### config.mk
export PLATFORM = sky130hd
export DESIGN_NAME = mem_stage
export DESIGN_NICKNAME = d
export VERILOG_FILES = /design/src/rtl/riscv_pkg.sv /design/src/rtl/lsu_align.sv /design/src/rtl/mem_stage.sv
export SDC_FILE = /design/constraint.sdc
export NUM_CORES = 1
export LEC_CHECK = 0
export CORE_MARGIN = 10
export CORE_UTILIZATION = 36
export CTS_CLUSTER_DIAMETER = 60
export DETAILED_ROUTE_END_ITERATION = 8
export MAX_ROUTING_LAYER = met4
export PLACE_DENSITY_LB_ADDON = 0.1
export SKIP_LAST_GASP = 1
export SLEW_MARGIN = 20
export SYNTH_ARGS = -nofsm -noshare
export SYNTH_HDL_FRONTEND = slang
export SYNTH_SLANG_ARGS = --single-unit
### constraint.sdc
create_clock -name clk -period 1.7 [get_ports clk]
set_input_delay 0.17 -clock clk [delete_from_list [all_inputs] [get_ports clk]]
set_output_delay 0.17 -clock clk [all_outputs]
set_load 0.02 [all_outputs]
### src/rtl/riscv_pkg.sv
// Shared core types: LSU opcodes, access types, tag width and MEM FSM states.
// Also hosts the misalignment rule used by the MEM stage.
package riscv_pkg;

  localparam int TAG_WIDTH = 4;

  typedef enum logic {
    LSU_OP_LD = 1'b0,
    LSU_OP_ST = 1'b1
  } lsu_op_e;

  // bit 2 = unsigned, bits 1:0 = size (byte/half/word)
  typedef enum logic [2:0] {
    LSU_LB  = 3'b000,
    LSU_LH  = 3'b001,
    LSU_LW  = 3'b010,
    LSU_LBU = 3'b100,
    LSU_LHU = 3'b101
  } lsu_dtype_e;

  typedef enum logic [1:0] {
    MEM_IDLE,
    MEM_WAIT_GNT,
    MEM_WAIT_RVALID,
    MEM_DONE
  } mem_state_e;

  function automatic logic is_misaligned(
    input lsu_dtype_e dt,
    input logic [1:0] off
  );
    logic [2:0] d;
    d = dt;
    is_misaligned = (d[1:0] == 2'b01 && off[0])
                  || (d[1] && off != 2'b00);
  endfunction

endpackage

### src/rtl/lsu_align.sv
// Byte-lane steering for the LSU: byte enables, store replication
// and load extraction with sign/zero extension.
module lsu_align
  import riscv_pkg::*;
(
  input  lsu_dtype_e  dtype,
  input  logic [1:0]  addr_lo,
  input  logic [31:0] wdata,
  input  logic [31:0] rdata,
  output logic [3:0]  be,
  output logic [31:0] wdata_rep,
  output logic [31:0] rdata_ext
);

  logic [2:0]  d;
  logic        is_byte;
  logic        is_half;
  logic [1:0]  off;
  logic [31:0] sh;

  assign d       = dtype;
  assign is_byte = d[1:0] == 2'b00;
  assign is_half = d[1:0] == 2'b01;

  // Low bits the access size cannot use are dropped.
  always_comb begin
    off       = 2'b00;
    be        = 4'b1111;
    wdata_rep = wdata;
    unique case (1'b1)
      is_byte: begin
        off       = addr_lo;
        be        = 4'b0001 << addr_lo;
        wdata_rep = {4{wdata[7:0]}};
      end
      is_half: begin
        off       = {addr_lo[1], 1'b0};
        be        = 4'b0011 << {addr_lo[1], 1'b0};
        wdata_rep = {2{wdata[15:0]}};
      end
      default: begin
        off       = 2'b00;
        be        = 4'b1111;
        wdata_rep = wdata;
      end
    endcase
  end

  assign sh = rdata >> {off, 3'b000};

  always_comb begin
    rdata_ext = sh;
    unique case (1'b1)
      is_byte:
        rdata_ext = d[2] ? {24'd0, sh[7:0]}
                         : {{24{sh[7]}}, sh[7:0]};
      is_half:
        rdata_ext = d[2] ? {16'd0, sh[15:0]}
                         : {{16{sh[15]}}, sh[15:0]};
      default:
        rdata_ext = sh;
    endcase
  end

endmodule

### src/rtl/mem_stage.sv
// MEM pipeline stage: drives the data bus for loads/stores and
// registers the rd writeback bundle handed to WB.
module mem_stage
  import riscv_pkg::*;
#(
  parameter logic MISALIGN_EXC_EN = 1'b0
) (
  input  logic                 clk,
  input  logic                 reset,
  input  logic                 flush_M,
  input  logic                 ready_wb,
  output logic                 ready_mem,
  input  logic                 lsu_en_mem,
  input  lsu_op_e              lsu_op_mem,
  input  lsu_dtype_e           lsu_dtype_mem,
  input  logic [31:0]          lsu_addr_mem,
  input  logic [31:0]          lsu_wdata_mem,
  input  logic                 rd_wr_en_mem,
  input  logic [TAG_WIDTH-1:0] rd_wr_tag_mem,
  input  logic [4:0]           rd_wr_addr_mem,
  input  logic [31:0]          rd_wr_data_mem,
  input  logic                 exc_taken_mem,
  output logic                 data_req,
  input  logic                 data_gnt,
  output logic                 data_we,
  output logic [3:0]           data_be,
  output logic [31:0]          data_addr,
  output logic [31:0]          data_wdata,
  input  logic                 data_rvalid,
  input  logic [31:0]          data_rdata,
  output logic                 rd_wr_en_wb,
  output logic [TAG_WIDTH-1:0] rd_wr_tag_wb,
  output logic [4:0]           rd_wr_addr_wb,
  output logic [31:0]          rd_wr_data_wb,
  output logic                 exc_taken_wb
);

  mem_state_e  state_q;
  mem_state_e  state_d;
  logic        kill_q;
  logic [31:0] hold_q;
  logic        is_st;
  logic        misal_exc;
  logic        need_bus;
  logic        bubble;
  logic [31:0] rsrc;
  logic [31:0] ld_data;

  assign is_st     = lsu_op_mem == LSU_OP_ST;
  assign misal_exc = MISALIGN_EXC_EN & lsu_en_mem
                   & is_misaligned(lsu_dtype_mem, lsu_addr_mem[1:0]);
  assign need_bus  = lsu_en_mem & ~exc_taken_mem
                   & ~flush_M & ~misal_exc;
  assign bubble    = flush_M | kill_q;

  assign data_addr = {lsu_addr_mem[31:2], 2'b00};
  assign data_we   = is_st;
  assign rsrc      = (state_q == MEM_DONE) ? hold_q : data_rdata;

  lsu_align u_align (
    .dtype     (lsu_dtype_mem),
    .addr_lo   (lsu_addr_mem[1:0]),
    .wdata     (lsu_wdata_mem),
    .rdata     (rsrc),
    .be        (data_be),
    .wdata_rep (data_wdata),
    .rdata_ext (ld_data)
  );

  always_ff @(posedge clk) begin
    if (reset) state_q <= MEM_IDLE;
    else       state_q <= state_d;
  end

  always_comb begin
    state_d = state_q;
    unique case (state_q)
      MEM_IDLE:
        if (need_bus)
          state_d = data_gnt ? MEM_WAIT_RVALID : MEM_WAIT_GNT;
      MEM_WAIT_GNT:
        if (data_gnt) state_d = MEM_WAIT_RVALID;
      MEM_WAIT_RVALID:
        if (data_rvalid)
          state_d = ready_wb ? MEM_IDLE : MEM_DONE;
      MEM_DONE:
        if (ready_wb) state_d = MEM_IDLE;
      default: state_d = MEM_IDLE;
    endcase
  end

  always_comb begin
    data_req  = 1'b0;
    ready_mem = 1'b0;
    unique case (state_q)
      MEM_IDLE: begin
        data_req  = need_bus & ~reset;
        ready_mem = ready_wb & ~need_bus;
      end
      MEM_WAIT_GNT:    data_req  = ~reset;
      MEM_WAIT_RVALID: ready_mem = ready_wb & data_rvalid;
      MEM_DONE:        ready_mem = ready_wb;
      default: begin
        data_req  = 1'b0;
        ready_mem = 1'b0;
      end
    endcase
  end

  // A flush after the request went out must still let the bus finish.
  always_ff @(posedge clk) begin
    if (reset)
      kill_q <= 1'b0;
    else if (state_q != MEM_IDLE && ready_mem)
      kill_q <= 1'b0;
    else if (state_q != MEM_IDLE && flush_M)
      kill_q <= 1'b1;
  end

  always_ff @(posedge clk) begin
    if (reset)
      hold_q <= '0;
    else if (state_q == MEM_WAIT_RVALID && data_rvalid && !ready_wb)
      hold_q <= data_rdata;
  end

  always_ff @(posedge clk) begin
    if (reset) begin
      rd_wr_en_wb   <= 1'b0;
      rd_wr_tag_wb  <= '0;
      rd_wr_addr_wb <= '0;
      rd_wr_data_wb <= '0;
      exc_taken_wb  <= 1'b0;
    end else if (ready_mem) begin
      rd_wr_en_wb   <= ~bubble & rd_wr_en_mem & ~exc_taken_mem
                     & ~misal_exc & ~(lsu_en_mem & is_st);
      rd_wr_tag_wb  <= rd_wr_tag_mem;
      rd_wr_addr_wb <= rd_wr_addr_mem;
      rd_wr_data_wb <= (lsu_en_mem & ~is_st) ? ld_data
                                             : rd_wr_data_mem;
      exc_taken_wb  <= ~bubble & (exc_taken_mem | misal_exc);
    end else if (ready_wb) begin
      rd_wr_en_wb  <= 1'b0;
      exc_taken_wb <= 1'b0;
    end
  end

endmodule

==> summary.md <==
| Metric | Value |
|---|---|
| Status | `finished, violations left` |
| Failing checks | `setup timing` |
| Relative slew slack | `0.597` |
| Num rows | `42` |
| RSZ-0062 raised after global routing | `yes` |
| Min Hold Slack | `approximately 340 ps` |
| Critical path type | `reg -> reg` |
| Vias/cell | `about 5.3` |
| Yosys warns | `0` |
| Core box area | `13100 µm²` |
| Asr flop ratio synth | `0` |
| GRT Total Usage | `0.211` |
| Gr busiest metal | `met2` |
| WP data arrival | `~2100 ps` |
| Clock Sinks | `between 70 and 80` |
| Placed Cells | `between 900 and 1000` |
| Hold crit path type | `in -> out` |
| Commonest cells after routing, fill and taps aside | `171 x clkdlybuf4s50_1, 131 x nand2_1, 77 x buf_4, 76 x dfxtp_1, 69 x a21oi_1` |
| Post-synth EDFFs | `0` |
| Met1 global-route usage | `0.240` |
| Post-synthesis sequential area ratio | `0.325` |
| CP Max Fanout | `8` |
| Tot Pwr | `between 5 and 6 mW` |
| Worst R2R Setup Slack | `-150 ps` |
| Nets | `989` |
| Critical path depth | `8` |
| Avg Inst Size Synth | `~7.8 µm²` |
| Sequential power share | `0.332` |
| R2R cell count | `8` |
| Initial DRC Count | `421` |
| Min-Delay Path Depth | `0` |
| IO Port Bufs | `roughly 200` |
| Final-report hold violation count | `0` |
| Met3 usage | `0.0593` |
| Cell variety after synth | `47` |
| Share of layout cells above drive strength 1 | `0.261` |
| Layout area overhead | `70.8%` |
| Vias post-DR | `approximately 5500` |
| WL per Instance | `19.4 µm` |
| First-pass DRT Iterations | `5` |
| Max Clk Rate | `approximately 0.54 GHz` |
| DP Worst Slack | `-521 ps` |
| Internal | `4.26 mW` |
| Starting density of the core | `0.366` |
| Root Buffer | `clkbuf_16` |
| Clk buf depth | `2` |
| TritonCTS clock tree | `built` |
| Worst-path clk slew | `approximately 60 ps` |
| Setup TNS | `-2130 ps` |
| Gate power share | `0.290` |
| Sw Share | `0.284` |
| CP required | `approximately 2000 ps` |
| Routed Antenna Nets | `0` |
| Final Util | `0.625` |
| Crit start category | `register` |
| Total CTS buffers | `9` |
| Antenna violations before repair | `2` |
| Largest net degree at the start of global routing | `48` |
| Clock latency on the worst-skew pair | `about 350 ps` |
| Final setup vio count | `29` |
| CP max-delay cell | `dfxtp_2` |
| Period utilization | `1.09` |
| H-tree depth | `3` |
| Synth Flop Type | `dfxtp_1` |
| Design Area, Final | `8210 µm²` |
| Vias in the first global route | `between 5000 and 6000` |
| R2R Path End | `rd_wr_data_wb[14]` |
| Gp weighted congestion | `0.888` |
| Slew Limit Fails | `0` |
| GR Overflow Total | `0` |
| Worst Hold End | `data_addr[19]` |
| Met2 Use GR | `0.355` |
| Max VDD drop | `~530 µV` |
| CP Cell Sequence | `nand2_4 > buf_6 > mux2i_4 > a221oi_4 > buf_12 > a211oi_4 > buf_12 > a221oi_4` |
| Final WS setup | `-155 ps` |
| I/O pin total | `264` |
| Die X | `roughly 140 µm` |
| Die area | `between 15000 and 20000 µm²` |
| Placed instance area | `between 7000 and 8000 µm²` |
| Crit path launch | `state_q[0]` |
| Max-cap viol count | `0` |
| Crit end category | `register` |
| Number of hold buffers added after cts | `0` |
| Pwr dens | `a little over 700 nW/µm²` |
| Die height | `between 100 and 150 µm` |
| Minimum clock period | `1850 ps` |
| Total Wirelength | `slightly below 20 mm` |
| Mapped cell area | `slightly below 5000 µm²` |
| Clock share of power | `0.378` |
| Fill count | `roughly 1100` |
| Global-route wire length before repair | `between 20 and 30 mm` |
| Worst Path Buf+Inv | `3` |
| CP peak stage delay | `between 300 and 400 ps` |
| Clock Skews | `between 10 and 15 ps` |
| Commonest non-fill, non-tap cell in the layout | `clkdlybuf4s50_1` |
| Net Sw Power | `between 1.5 and 2 mW` |
| Static leakage | `~3.2 nW` |
| Measured slew at the worst slew-check pin | `about 600 ps` |
| Min-delay src | `lsu_addr_mem[19]` |
| Gate Count Post-Synth | `between 600 and 700` |
| DRC viols | `0` |
| Cell Count, Final, Fillers Out | `just over 1000` |
| HPWL after detailed placement | `about 15 mm` |
| Yosys reg bits | `78` |
| Largest delay share family, worst path | `compound AO/OA/AOI/OAI gates` |
| Worst r2r src | `state_q[0]` |
-- metal layers --
| metal | wire [µm] | part of all wire | up-vias |
|---|---|---|---|
| met5 | 0 | 0 | - |
| met4 | 291 | 0.015 | 0 |
| met3 | 1470 | 0.074 | 24 |
| met2 | 10200 | 0.51 | 215 |
| met1 | 7880 | 0.40 | 2593 |
| li1 | - | - | 2627 |
-- synth_stat cells, types with 2 or more instances --
cell type,n,area (µm²)
a211oi_1,18,135
a21oi_1,78,390
a221oi_1,9,78.8
a32oi_1,2,17.5
and2_1,2,12.5
and3_1,7,43.8
buf_1,2,7.51
buf_2,7,35.0
buf_4,42,315
buf_6,6,67.6
clkbuf_1,36,135
dfxtp_1,78,1560
inv_1,12,45.0
mux2_2,8,90.1
mux2i_1,33,330
nand2_1,133,499
nand2b_1,3,18.8
nand3b_1,7,52.6
nor2_1,23,86.3
nor2b_1,2,12.5
nor3b_1,2,15.0
o21a_1,2,15.0
o21ai_0,33,165
o221ai_1,29,254
o22ai_1,7,43.8
o2bb2ai_1,9,78.8
o41ai_1,6,52.6
-- cell families after synthesis --
logic type,count (synthesis),synth area share
and+or+nand+nor,187,0.170
other,1,0.000780
AOI/OAI and AO/OA,203,0.286
DFF,78,0.325
buffers and inverters,105,0.126
muxes,42,0.0922
-- repair_timing --
action                     4_1_cts  5_1_grt
gates cloned                     4        0
pin swaps                       31       26
gates resized for setup        113       67
buffers inserted                11        7
setup endpoints to repair       61       60
-- worst reg2reg max path, delay by kind of cell (launching register included) --
kind	cells	cell delay (ps)
flops	1	360
mux	1	200
compound gates	3	650
simple gates	1	100
buf+inv	3	470
-- worst max path at each step --
stage                        end
3_5_place_dp   rd_wr_data_wb[14]
4_1_cts        rd_wr_data_wb[15]
5_1_grt        rd_wr_data_wb[14]
6_report       rd_wr_data_wb[14]
3_3_place_gp           ready_mem
2_1_floorplan  rd_wr_data_wb[22]
-- power groups by stage --
stage	clock, mW	combinational [mW]	sequential [mW]
2_1_floorplan	0	0.709	2.10
3_3_place_gp	0	1.57	2.01
3_5_place_dp	0	1.59	2.01
4_1_cts	2.29	1.66	1.98
5_1_grt	2.37	1.84	1.99
6_report	2.25	1.73	1.98
-- state kept, by name (all words and copies together), names as in the netlist --
name and cells:
hold_q 32, rd_wr_data_wb 32, rd_wr_addr_wb 5, rd_wr_tag_wb 4
state_q 2, exc_taken_wb 1, kill_q 1, rd_wr_en_wb 1
-- area by class of cell --
type	count	area [µm²]	share of cell area
antenna	2	5.00	0.000610
clock buffer	10	239	0.0291
clock inverter	6	109	0.0133
inverter	12	47.5	0.00579
multi-input combinational	435	3070	0.374
sequential	78	1560	0.191
tap	176	220	0.0268
timing repair buffer	303	2950	0.360
Power figures use the tool's default switching activity.
